===== src/rtl/slot_alloc.sv =====
// -----------------------------------------------------------------------------
// slot_alloc
//   Free-slot allocator for a WIDTH-entry out-of-order buffer. Grants the
//   lowest-index free slot each cycle (valid/ready), tracks per-slot busy bits,
//   and releases slots by mask. A flush releases every slot.
//
// Ports
//   clk, rst        clock, synchronous active-high reset
//   i_alloc_valid   requester wants a slot this cycle
//   o_alloc_ready   a slot is available and no flush (combinational)
//   o_alloc_sel     one-hot granted slot, 0 when not ready (combinational)
//   o_alloc_idx     binary index of o_alloc_sel, 0 when not ready (combinational)
//   i_free_valid    release the slots in i_free_mask this cycle
//   i_free_mask     slots to release
//   i_flush         release all slots and cancel allocation
//   o_busy          registered per-slot busy vector
//   o_count         registered popcount of o_busy
//   o_full/o_empty  count == WIDTH / count == 0
//   o_err           sticky: a free of a non-busy slot was seen
// -----------------------------------------------------------------------------
module slot_alloc #(
  parameter int unsigned WIDTH = 16,
  parameter int unsigned IDXW  = 4
) (
  input  logic              clk,
  input  logic              rst,
  input  logic              i_alloc_valid,
  output logic              o_alloc_ready,
  output logic [WIDTH-1:0]  o_alloc_sel,
  output logic [IDXW-1:0]   o_alloc_idx,
  input  logic              i_free_valid,
  input  logic [WIDTH-1:0]  i_free_mask,
  input  logic              i_flush,
  output logic [WIDTH-1:0]  o_busy,
  output logic [IDXW:0]     o_count,
  output logic              o_full,
  output logic              o_empty,
  output logic              o_err
);

  localparam int unsigned CW = IDXW + 1;

  logic [WIDTH-1:0] r_busy;
  logic [CW-1:0]    r_count;
  logic             r_err;

  logic [WIDTH-1:0] w_avail;
  logic [WIDTH-1:0] w_low;
  logic [WIDTH-1:0] w_grant;
  logic [WIDTH-1:0] w_rel;
  logic [CW-1:0]    w_rel_cnt;
  logic [IDXW-1:0]  w_idx;
  logic             w_fire;
  logic             w_bad;

  // Lowest set bit of the free vector: x & -x
  assign w_avail = ~r_busy;
  assign w_low   = w_avail & (~w_avail + WIDTH'(1));

  assign o_alloc_ready = ~i_flush & (|w_avail);
  assign o_alloc_sel   = o_alloc_ready ? w_low : '0;
  assign w_fire        = i_alloc_valid & o_alloc_ready;
  assign w_grant       = w_fire ? w_low : '0;

  // One-hot to binary
  always_comb begin
    w_idx = '0;
    for (int unsigned i = 0; i < WIDTH; i++) begin
      if (o_alloc_sel[i]) w_idx = IDXW'(i);
    end
  end
  assign o_alloc_idx = w_idx;

  // Only currently busy slots are released; other mask bits flag an error
  assign w_rel = i_free_valid ? (i_free_mask & r_busy) : '0;
  assign w_bad = i_free_valid & ~i_flush & (|(i_free_mask & w_avail));

  always_comb begin
    w_rel_cnt = '0;
    for (int unsigned i = 0; i < WIDTH; i++) begin
      w_rel_cnt = w_rel_cnt + CW'(w_rel[i]);
    end
  end

  // Busy/count/err state; flush beats alloc and free
  always_ff @(posedge clk) begin
    if (rst) begin
      r_busy  <= '0;
      r_count <= '0;
      r_err   <= 1'b0;
    end else if (i_flush) begin
      r_busy  <= '0;
      r_count <= '0;
    end else begin
      r_busy  <= (r_busy & ~w_rel) | w_grant;
      r_count <= r_count + CW'(w_fire) - w_rel_cnt;
      r_err   <= r_err | w_bad;
    end
  end

  assign o_busy  = r_busy;
  assign o_count = r_count;
  assign o_err   = r_err;
  assign o_full  = (r_count == CW'(WIDTH));
  assign o_empty = (r_count == '0);

endmodule


===== config.mk =====
export PLATFORM = sky130hd
export DESIGN_NAME = slot_alloc
export DESIGN_NICKNAME = d
export VERILOG_FILES = /design/src/rtl/slot_alloc.sv
export SDC_FILE = /design/constraint.sdc
export NUM_CORES = 1
export LEC_CHECK = 0
export BUFFER_PORTS_ARGS = -buffer_cell sky130_fd_sc_hd__buf_2
export CAP_MARGIN = 30
export CORE_ASPECT_RATIO = 0.6
export CORE_UTILIZATION = 45
export DETAILED_ROUTE_END_ITERATION = 8
export HOLD_SLACK_MARGIN = 0.08
export PLACE_DENSITY = 0.74
export SETUP_SLACK_MARGIN = 0.4
export SKIP_CTS_REPAIR_TIMING = 1
export SLEW_MARGIN = 20
export SYNTH_ARGS = -nofsm -noshare
export SYNTH_HDL_FRONTEND = slang
export SYNTH_SLANG_ARGS = --single-unit

===== constraint.sdc =====
create_clock -name clk -period 4.91 [get_ports clk]
set_clock_uncertainty 0.2 [all_clocks]
set_input_delay 0.982 -clock clk [delete_from_list [all_inputs] [get_ports clk]]
set_output_delay 0.982 -clock clk [all_outputs]
set_load 0.05 [all_outputs]

==> summary.md, run 1 <==
| Metric | Value |
|---|---|
| CTS Buf Count | `3` |
| Hold Crit Depth | `2` |
| TNS Setup | `0 ns` |
| Startpoint types | `primary input` |
| R2r endpoint | `o_count[4]` |
| Share of the core filled with cells | `0.626` |
| F_max | `0.209 GHz` |
| Synth top area share | `0.208` |
| Mapped Cells | `263` |
| Synthesized Nets | `314` |
| EDFF count, synth | `0` |
| Actual slew at the worst max-slew pin | `0.659 ns` |
| CP Max Fanout | `3` |
| Fill count | `396` |
| Remaining Overflow, GRT | `0` |
| Initial DRC count | `134` |
| Power after layout | `0.000724 W` |
| Ratio of routed vias to standard cells | `5.54` |
| Pre-CTS setup slack | `-0.191 ns` |
| Max Cap Viol | `0` |
| GRT Overall Usage | `0.274` |
| Post-synthesis sequential area ratio | `0.208` |
| Row count | `18` |
| Commonest non-fill, non-tap cell in the layout | `buf_2` |
| Final layout net count | `382` |
| Synthesized cell area | `0.00211 mm^2` |
| Die Y | `55.1 um` |
| Synthesis-stage register bit count | `22` |
| Slowest stage delay, CP | `0.56 ns` |
| Reg2reg start | `o_busy[4]` |
| Setup Crit Path Kind | `in -> reg` |
| DRT Pass-1 Iters | `4` |
| CP top delay family | `adder cells` |
| Slew Limit Fails | `0` |
| H-tree depth | `1` |
| Min-Delay Path Class | `reg -> reg` |
| RD Place Congestion | `0.886` |
| WL/cell | `16.4 um` |
| Syn avg cell area | `8.04 um^2` |
| Area contributors post-synth | `dfxtp_1, fa_1, ha_1` |
| Layout cells sized above 1 | `0.337` |
| Area of the multi-input gates | `0.00155 mm^2` |
| Die width | `90.5 um` |
| ANT nets after route | `0` |
| Non-Filler Instances | `389` |
| CTS root buffer | `clkbuf_8` |
| Commonest cells after routing, fill and taps aside | `buf_2, nand2_1, inv_1` |
| Critical Path Slowest Stage Cell | `fa_1` |
| CP Buf/Inv Count | `4` |
| Placed cell count | `384` |
| Core Area | `0.00430 mm^2` |
| Hold path startpoint | `o_err` |
| R2r worst-path depth | `15` |
| First-pass GRT wire length | `10200 um` |
| Critical Path RT | `4.84 ns` |
| CTS clk-pin slew, worst paths | `0.08 ns` |
| Worst skew pair latency | `0.26 ns` |
| Clk sinks | `22` |
| Yosys warnings | `0` |
| Initial cell density of the core | `0.491` |
| Final wirelength | `6380 um` |
| Ports | `66` |
| Cell taking the most area after synthesis | `dfxtp_1` |
| Vias in the first global route | `1981` |
| Sequential cell area | `447 um^2` |
| Primary FF master, synth | `dfxtp_1` |
| Setup crit end kind | `flip-flop` |
| Cell Chain, Critical Path | `buf_6, and3_4, fa_1, inv_1, ha_2, fa_1, inv_2, fa_2, fa_1, inv_2, ha_4, ha_4, fa_2, xnor2_2, xnor2_1, nor2_1` |
| Final Critical Period | `4.78 ns` |
| CP dominant cell by count | `fa_1` |
| Peak VDD IR | `183 uV` |
| PnR worst setup slack | `0.127 ns` |
| Longest Clk Path Bufs | `2` |
| Relative slew slack | `0.560` |
| Hold Crit Endpoint | `o_err` |
| P&R area growth vs syn | `27.4%` |
| CTS tree | `built` |
| Detailed-route DRC error count | `0` |
| # diodes | `0` |
| Synth async-reset ratio | `0` |
| Initial antenna violation count | `0` |
| Cell area power density | `269 mW/mm^2` |
| Largest net degree at the start of global routing | `18` |
| Via count | `2156` |
| Final HPWL DP | `5060 um` |
| Number of buffers added on ports | `65` |
| Reg2Reg Setup Slack | `0.25 ns` |
| Die area | `0.00498 mm^2` |
| Hold Fails Final Rpt | `0` |
| Run status | `completed` |
| Netlist cell types | `50` |
| Final Cycle Share | `0.974` |
| Cell leakage power | `1.26 nW` |
| Final setup viols | `0` |
| Critical Path AT | `4.71 ns` |
| Crit path depth | `16` |
| Setup repair after global routing missed its margin | `yes` |
[cell families (layout without fill, tap and decap cells)]
family | after synthesis | after routing | synth area share
buffers and inverters | 47 | 113 | 0.0935
AOI/OAI and AO/OA | 34 | 34 | 0.112
and+or+nand+nor | 124 | 124 | 0.333
adders and majority gates | 30 | 30 | 0.227
DFF | 22 | 22 | 0.208
xor gates and xnor gates | 6 | 6 | 0.0249
[power by group]
part           switching [W]  total [W]  internal [W]
clock network      0.0000607   0.000116     0.0000548
registers          0.0000146   0.000204      0.000190
logic               0.000232   0.000404      0.000171
[state kept, by name (all words and copies together), names as in the netlist]
signal   flops
o_count      5
o_err        1
o_busy      16
[worst max path at each step]
stage / start / end / slack, ns
4_1_cts: i_free_valid / o_count[4] / 0.09
3_5_place_dp: i_free_valid / o_count[4] / -0.19
2_1_floorplan: i_free_valid / o_count[4] / 0.12
5_1_grt: i_free_mask[1] / o_count[4] / -0.04
3_3_place_gp: i_free_valid / o_count[4] / -0.07
6_report: i_free_mask[1] / o_count[4] / 0.13
[final cells by class]
class,count,area share
tap,60,0.0279
sequential,22,0.166
timing repair buffer,80,0.172
inverter,30,0.0418
multi-input combinational,194,0.577
clock buffer,3,0.0153
[worst register-to-register path, delay by kind of cell (launching register included)]
kind	cells	cell delay, ns
compound gates	1	0.20
xor+xnor	2	0.33
fa+ha+maj	6	2.32
buf+inv	2	0.16
flops	1	0.45
simple gates	4	0.84
[per-stage QoR]
| stage | hold WS, ns | cell area (um^2) |
|---|---|---|
| finish | 0.280 | 2690 |
| global route | 0.317 | 2690 |
| CTS | 0.284 | 2640 |
| detailed placement | 0.268 | 2600 |
| global placement | 0.261 | 2600 |
| floorplan | 0.486 | 2210 |
[synthesized netlist by cell type, types with 4 or more instances]
master	instances
nor2_1	13
buf_2	5
and2_1	4
nor3_1	11
dfxtp_1	22
a21oi_1	13
xnor2_1	4
nand2b_1	11
a31oi_1	5
nand2_1	32
fa_1	14
ha_1	16
nor4_1	6
clkbuf_1	10
nand3_1	11
inv_1	29
nor2b_1	4
and3_1	10
[routing by layer]
metal  vias to the layer above  track usage  wire [um]
met5                         -            0          0
met4                         0       0.0296         10
met3                         2       0.0546        681
met2                       127        0.405       2550
met1                       991        0.418       3130
li1                       1036            -          -
(Power assumes the default switching activity.)
==> inputs of run 2 (changes only) <==
--- a/config.mk
+++ b/config.mk
@@ -7,7 +7,7 @@
 export LEC_CHECK = 0
 export BUFFER_PORTS_ARGS = -buffer_cell sky130_fd_sc_hd__buf_2
 export CAP_MARGIN = 30
-export CORE_ASPECT_RATIO = 0.6
+export CORE_ASPECT_RATIO = 1.5
 export CORE_UTILIZATION = 45
 export DETAILED_ROUTE_END_ITERATION = 8
 export HOLD_SLACK_MARGIN = 0.08
==> run 2 against run 1 <==
Compared with the run above: the flow now finishes with violations (design-rule violations); sequential share of layout area down 0.32 points; clock-buffer cell count rose by 1; sequential cell count unchanged; clock power is 20% higher; via count up 3.4%; critical path type unchanged; largest cell class unchanged; highest routed layer unchanged.
==> summary.md, run 2 (synthesis gave the netlist of run 1 again) <==
| Metric | Value |
|---|---|
| Run status | `finished with violations` |
| Failing checks | `design-rule violations` |
| Remaining Overflow, GRT | `0` |
| Max reg flops | `16` |
| Longest Clk Path Bufs | `2` |
| CP Buf/Inv Count | `4` |
| Reg2Reg Setup Slack | `0.22 ns` |
| Gr busiest metal | `met2` |
| Slowest stage delay, CP | `0.57 ns` |
| Worst skew pair latency | `0.27 ns` |
| Area of the multi-input gates | `0.00157 mm^2` |
| Commonest cells after routing, fill and taps aside | `buf_2, nand2_1, inv_1` |
| Cell area power density | `273 mW/mm^2` |
| Actual slew at the worst max-slew pin | `0.724 ns` |
| Met1 Usage GRT | `0.300` |
| P&R area growth vs syn | `29.8%` |
| GRT Overall Usage | `0.280` |
| CP dominant cell by count | `fa_1` |
| Number of buffers added on ports | `65` |
| Critical Path Slowest Stage Cell | `fa_1` |
| TNS Setup | `0 ns` |
| Power after layout | `0.000749 W` |
| CP Max Fanout | `3` |
| Die width | `58.0 um` |
| Final Critical Period | `4.80 ns` |
| Critical Path AT | `4.74 ns` |
| Initial DRC count | `74` |
| CP top delay family | `adder cells` |
| Non-Filler Instances | `380` |
| CTS clk-pin slew, worst paths | `0.09 ns` |
| ANT nets after route | `0` |
| # diodes | `0` |
| Met2 Use GR | `0.508` |
| RD Place Congestion | `0.865` |
| Clk sinks | `22` |
| Peak VDD IR | `105 uV` |
| Final setup viols | `0` |
| CTS Buf Count | `3` |
| Row count | `30` |
| Ratio of routed vias to standard cells | `5.87` |
| Critical Path RT | `4.85 ns` |
| Initial antenna violation count | `0` |
| Commonest non-fill, non-tap cell in the layout | `buf_2` |
| Setup repair after global routing missed its margin | `yes` |
| Final wirelength | `6810 um` |
| Initial cell density of the core | `0.469` |
| Cell Chain, Critical Path | `buf_8, and3_4, fa_1, inv_1, ha_2, fa_1, inv_2, fa_2, fa_1, inv_2, ha_4, ha_4, fa_2, xnor2_2, xnor2_1, nor2_1` |
| Slew Limit Fails | `0` |
| Setup crit end kind | `flip-flop` |
| DRT Pass-1 Iters | `6` |
| Layout cells sized above 1 | `0.346` |
| Max Cap Viol | `0` |
| Vias in the first global route | `2260` |
| First-pass GRT wire length | `10600 um` |
| Largest net degree at the start of global routing | `19` |
| Hold Fails Final Rpt | `0` |
| F_max | `0.208 GHz` |
| M3 GR Usage | `0.0241` |
| Min-Delay Path Class | `reg -> reg` |
| Ports | `66` |
| CTS tree | `built` |
| Die area | `0.00498 mm^2` |
| Startpoint types | `primary input` |
| H-tree depth | `1` |
| Setup Crit Path Kind | `in -> reg` |
| Via count | `2230` |
| Sequential cell area | `447 um^2` |
| Die Y | `85.9 um` |
| Cell leakage power | `1.28 nW` |
| Core Area | `0.00450 mm^2` |
| Detailed-route DRC error count | `3` |
| WL/cell | `17.9 um` |
| Final Cycle Share | `0.978` |
| Final HPWL DP | `5180 um` |
| Worst hold margin | `0.281 ns` |
| Fill count | `424` |
| CTS root buffer | `clkbuf_8` |
| Final layout net count | `384` |
| Relative slew slack | `0.517` |
| Placed cell count | `375` |
-- run 2: cell type report --
cell class,instances,area share
clock buffers,4,0.0201
well taps,48,0.0219
multi-input cells,194,0.572
repair buffers,82,0.182
flip-flops and latches,22,0.163
inverters,30,0.0410
-- run 2: worst min-delay path, cell delays in order (launching register included) --
cell     delay (ns)
dfxtp_1        0.32
inv_1          0.05
o22ai_1        0.07
-- run 2: where the power goes --
part | total [W] | switching [W] | internal (W)
clock network | 0.000139 | 0.0000675 | 0.0000718
logic | 0.000407 | 0.000232 | 0.000175
registers | 0.000203 | 0.0000127 | 0.000190
-- run 2: per-layer routing --
| layer | wire length (um) | share of wire |
|---|---|---|
| met4 | 363 | 0.053 |
| met3 | 403 | 0.059 |
| met5 | 0 | 0 |
| met1 | 2440 | 0.36 |
| met2 | 3610 | 0.53 |
-- run 2: worst paths after layout --
path                                startpoint    endpoint  cells past startpoint
worst max register to register      o_busy[10]  o_count[4]                     15
worst min register to register           o_err       o_err                      2
worst max-delay path            i_free_mask[1]  o_count[4]                     16
worst min-delay path                     o_err       o_err                      2
-- run 2: metrics by stage --
step / setup slack, ns / area (um^2) / util
4_1_cts: -0.0213 / 2660 / 0.591
2_1_floorplan: 0.121 / 2210 / -
3_3_place_gp: -0.0798 / 2610 / 0.579
3_5_place_dp: -0.269 / 2610 / 0.579
5_1_grt: 0.0194 / 2740 / 0.609
6_report: 0.108 / 2740 / 0.609
==> inputs of run 3 (changes only) <==
--- a/config.mk
+++ b/config.mk
@@ -11,7 +11,7 @@
 export CORE_UTILIZATION = 45
 export DETAILED_ROUTE_END_ITERATION = 8
 export HOLD_SLACK_MARGIN = 0.08
-export PLACE_DENSITY = 0.74
+export PLACE_DENSITY = 0.72
 export SETUP_SLACK_MARGIN = 0.4
 export SKIP_CTS_REPAIR_TIMING = 1
 export SLEW_MARGIN = 20
==> constraint.sdc (replaced) <==
create_clock -name clk -period 4.6 [get_ports clk]
set_clock_uncertainty 0.2 [all_clocks]
set_input_delay 0.92 -clock clk [delete_from_list [all_inputs] [get_ports clk]]
set_output_delay 0.92 -clock clk [all_outputs]
set_load 0.05 [all_outputs]
==> run 3 against run 2 <==
Compared with the run above: the run still ends with design-rule violations left; clock-buffer cell count did not move; die area is the same; largest cell class unchanged; global-route usage shrank 0.23 points; final cell count rose by 5.0%; first-iteration DRC count rose by 8.1%; critical path depth stayed put; via count rose by 3.9%; worst hold slack improved by 0.0019 ns; routed wire length is 1.7% higher; combinational power grew 8.4%.
==> summary.md, run 3 (synthesis gave the netlist of run 1 again) <==
| Metric | Value |
|---|---|
| RD Place Congestion | `0.946` |
| CTS root buffer | `clkbuf_8` |
| Die Y | `85.9 um` |
| Critical Path RT | `4.54 ns` |
| DRT Pass-1 Iters | `6` |
| Startpoint types | `primary input` |
| Actual slew at the worst max-slew pin | `0.718 ns` |
| Largest net degree at the start of global routing | `18` |
| Setup crit end kind | `flip-flop` |
| CTS Buf Count | `3` |
| Slew Limit Fails | `0` |
| F_max | `0.217 GHz` |
| Critical Path AT | `4.54 ns` |
| Cell area power density | `282 mW/mm^2` |
| ANT nets after route | `0` |
| Hold Fails Final Rpt | `0` |
| GRT Overall Usage | `0.278` |
| Number of buffers added on ports | `65` |
| Switching Fraction | `0.413` |
| CP Max Fanout | `2` |
| CTS clk-pin slew, worst paths | `0.09 ns` |
| # diodes | `0` |
| Ports | `66` |
| Relative slew slack | `0.521` |
| Combinational power share | `0.547` |
| Final setup viols | `0` |
| Register share of total power | `0.268` |
| Core Area | `0.00450 mm^2` |
| H-tree depth | `1` |
| Detailed-route DRC error count | `2` |
| Initial cell density of the core | `0.469` |
| CTS tree | `built` |
| Max Cap Viol | `0` |
| Run status | `finished with violations` |
| Final HPWL DP | `5310 um` |
| Remaining Overflow, GRT | `0` |
| Initial antenna violation count | `0` |
| Ratio of routed vias to standard cells | `5.81` |
| Initial DRC count | `80` |
| Clock power share | `0.185` |
| P&R area growth vs syn | `35.7%` |
| Min-Delay Path Class | `reg -> reg` |
| Fill count | `406` |
| Die area | `0.00498 mm^2` |
| P_int | `0.000474 W` |
| WL/cell | `17.3 um` |
| Clk sinks | `22` |
| Die width | `58.0 um` |
| Layout cells sized above 1 | `0.396` |
| Failing checks | `design-rule violations` |
| Reg2reg start | `o_busy[3]` |
| First-pass GRT wire length | `10500 um` |
| Vias in the first global route | `2135` |
| Setup repair after global routing missed its margin | `yes` |
| TNS Setup | `0 ns` |
| Peak VDD IR | `133 uV` |
| Hold path startpoint | `o_err` |
| Row count | `30` |
| Longest Clk Path Bufs | `2` |
| Cell leakage power | `1.38 nW` |
| Final Critical Period | `4.60 ns` |
| Beginning of the critical path | `i_free_mask[7]` |
| Final layout net count | `403` |
| Final Cycle Share | `1.00` |
| Final wirelength | `6920 um` |
| Commonest cells after routing, fill and taps aside | `buf_2, buf_4, nand2_1` |
| Switch Pwr | `0.000334 W` |
| Via count | `2317` |
| Commonest non-fill, non-tap cell in the layout | `buf_2` |
| Setup Crit Path Kind | `in -> reg` |
| Max reg flops | `16` |
| Worst hold margin | `0.283 ns` |
| Worst skew pair latency | `0.27 ns` |
## run 3: cell types whose count changed in the layout (fill, tap and decap cells not counted), sizes merged
cell,delta
buf,+19
## run 3: path summary, 6_finish.rpt
path / cells after the start / end / slack [ns]
worst max-delay path: 16 / o_count[4] / 0.0008
worst min-delay path: 2 / o_err / 0.28
worst max register to register: 16 / o_count[4] / 0.11
worst min register to register: 2 / o_err / 0.28
## run 3: layout make-up
type | instances | area (um^2) | share of cell area
Tap cell | 48 | 60.1 | 0.0209
Clock buffer | 4 | 55.1 | 0.0192
Sequential cell | 22 | 450 | 0.157
Inverter | 30 | 113 | 0.0393
Multi-Input combinational cell | 194 | 1560 | 0.544
Timing Repair Buffer | 101 | 629 | 0.219
## run 3: worst max-delay path, cell delays in order
cell and delay [ns]:
buf_2 0.11, and3_4 0.16, fa_2 0.39, ha_1 0.32
inv_2 0.05, fa_1 0.51, inv_2 0.04, fa_2 0.35
fa_2 0.52, inv_1 0.06, ha_4 0.22, ha_4 0.15
fa_2 0.35, xnor2_2 0.14, xnor2_1 0.18, nor2_1 0.06
## run 3: power groups by stage
stage          Sequential [W]  Combinational, W  Clock, W
6_report             0.000217          0.000441  0.000150
3_3_place_gp         0.000220          0.000408         0
3_5_place_dp         0.000221          0.000428         0
4_1_cts              0.000217          0.000433  0.000150
5_1_grt              0.000218          0.000480  0.000157
2_1_floorplan        0.000258          0.000279         0
## run 3: metal layers
layer | part of all wire | wire [um] | vias up | GRT usage
met5 | 0 | 0 | - | 0
met4 | 0.048 | 333 | 0 | 0.165
met3 | 0.054 | 376 | 26 | 0.0256
met2 | 0.54 | 3710 | 118 | 0.488
met1 | 0.36 | 2500 | 1097 | 0.320
li1 | - | - | 1076 | -
## run 3: through the flow
| step | utilization | instance area, um^2 | power (W) | std cells | setup slack (ns) |
|---|---|---|---|---|---|
| finish | 0.637 | 2870 | 0.000808 | 399 | 0.000778 |
| global route | 0.637 | 2870 | 0.000855 | 399 | -0.104 |
| CTS | 0.618 | 2780 | 0.000799 | 395 | -0.162 |
| detailed placement | 0.606 | 2730 | 0.000649 | 391 | -0.464 |
| global placement | 0.606 | 2730 | 0.000627 | 391 | -0.314 |
| floorplan | - | 2210 | 0.000537 | 263 | -0.127 |
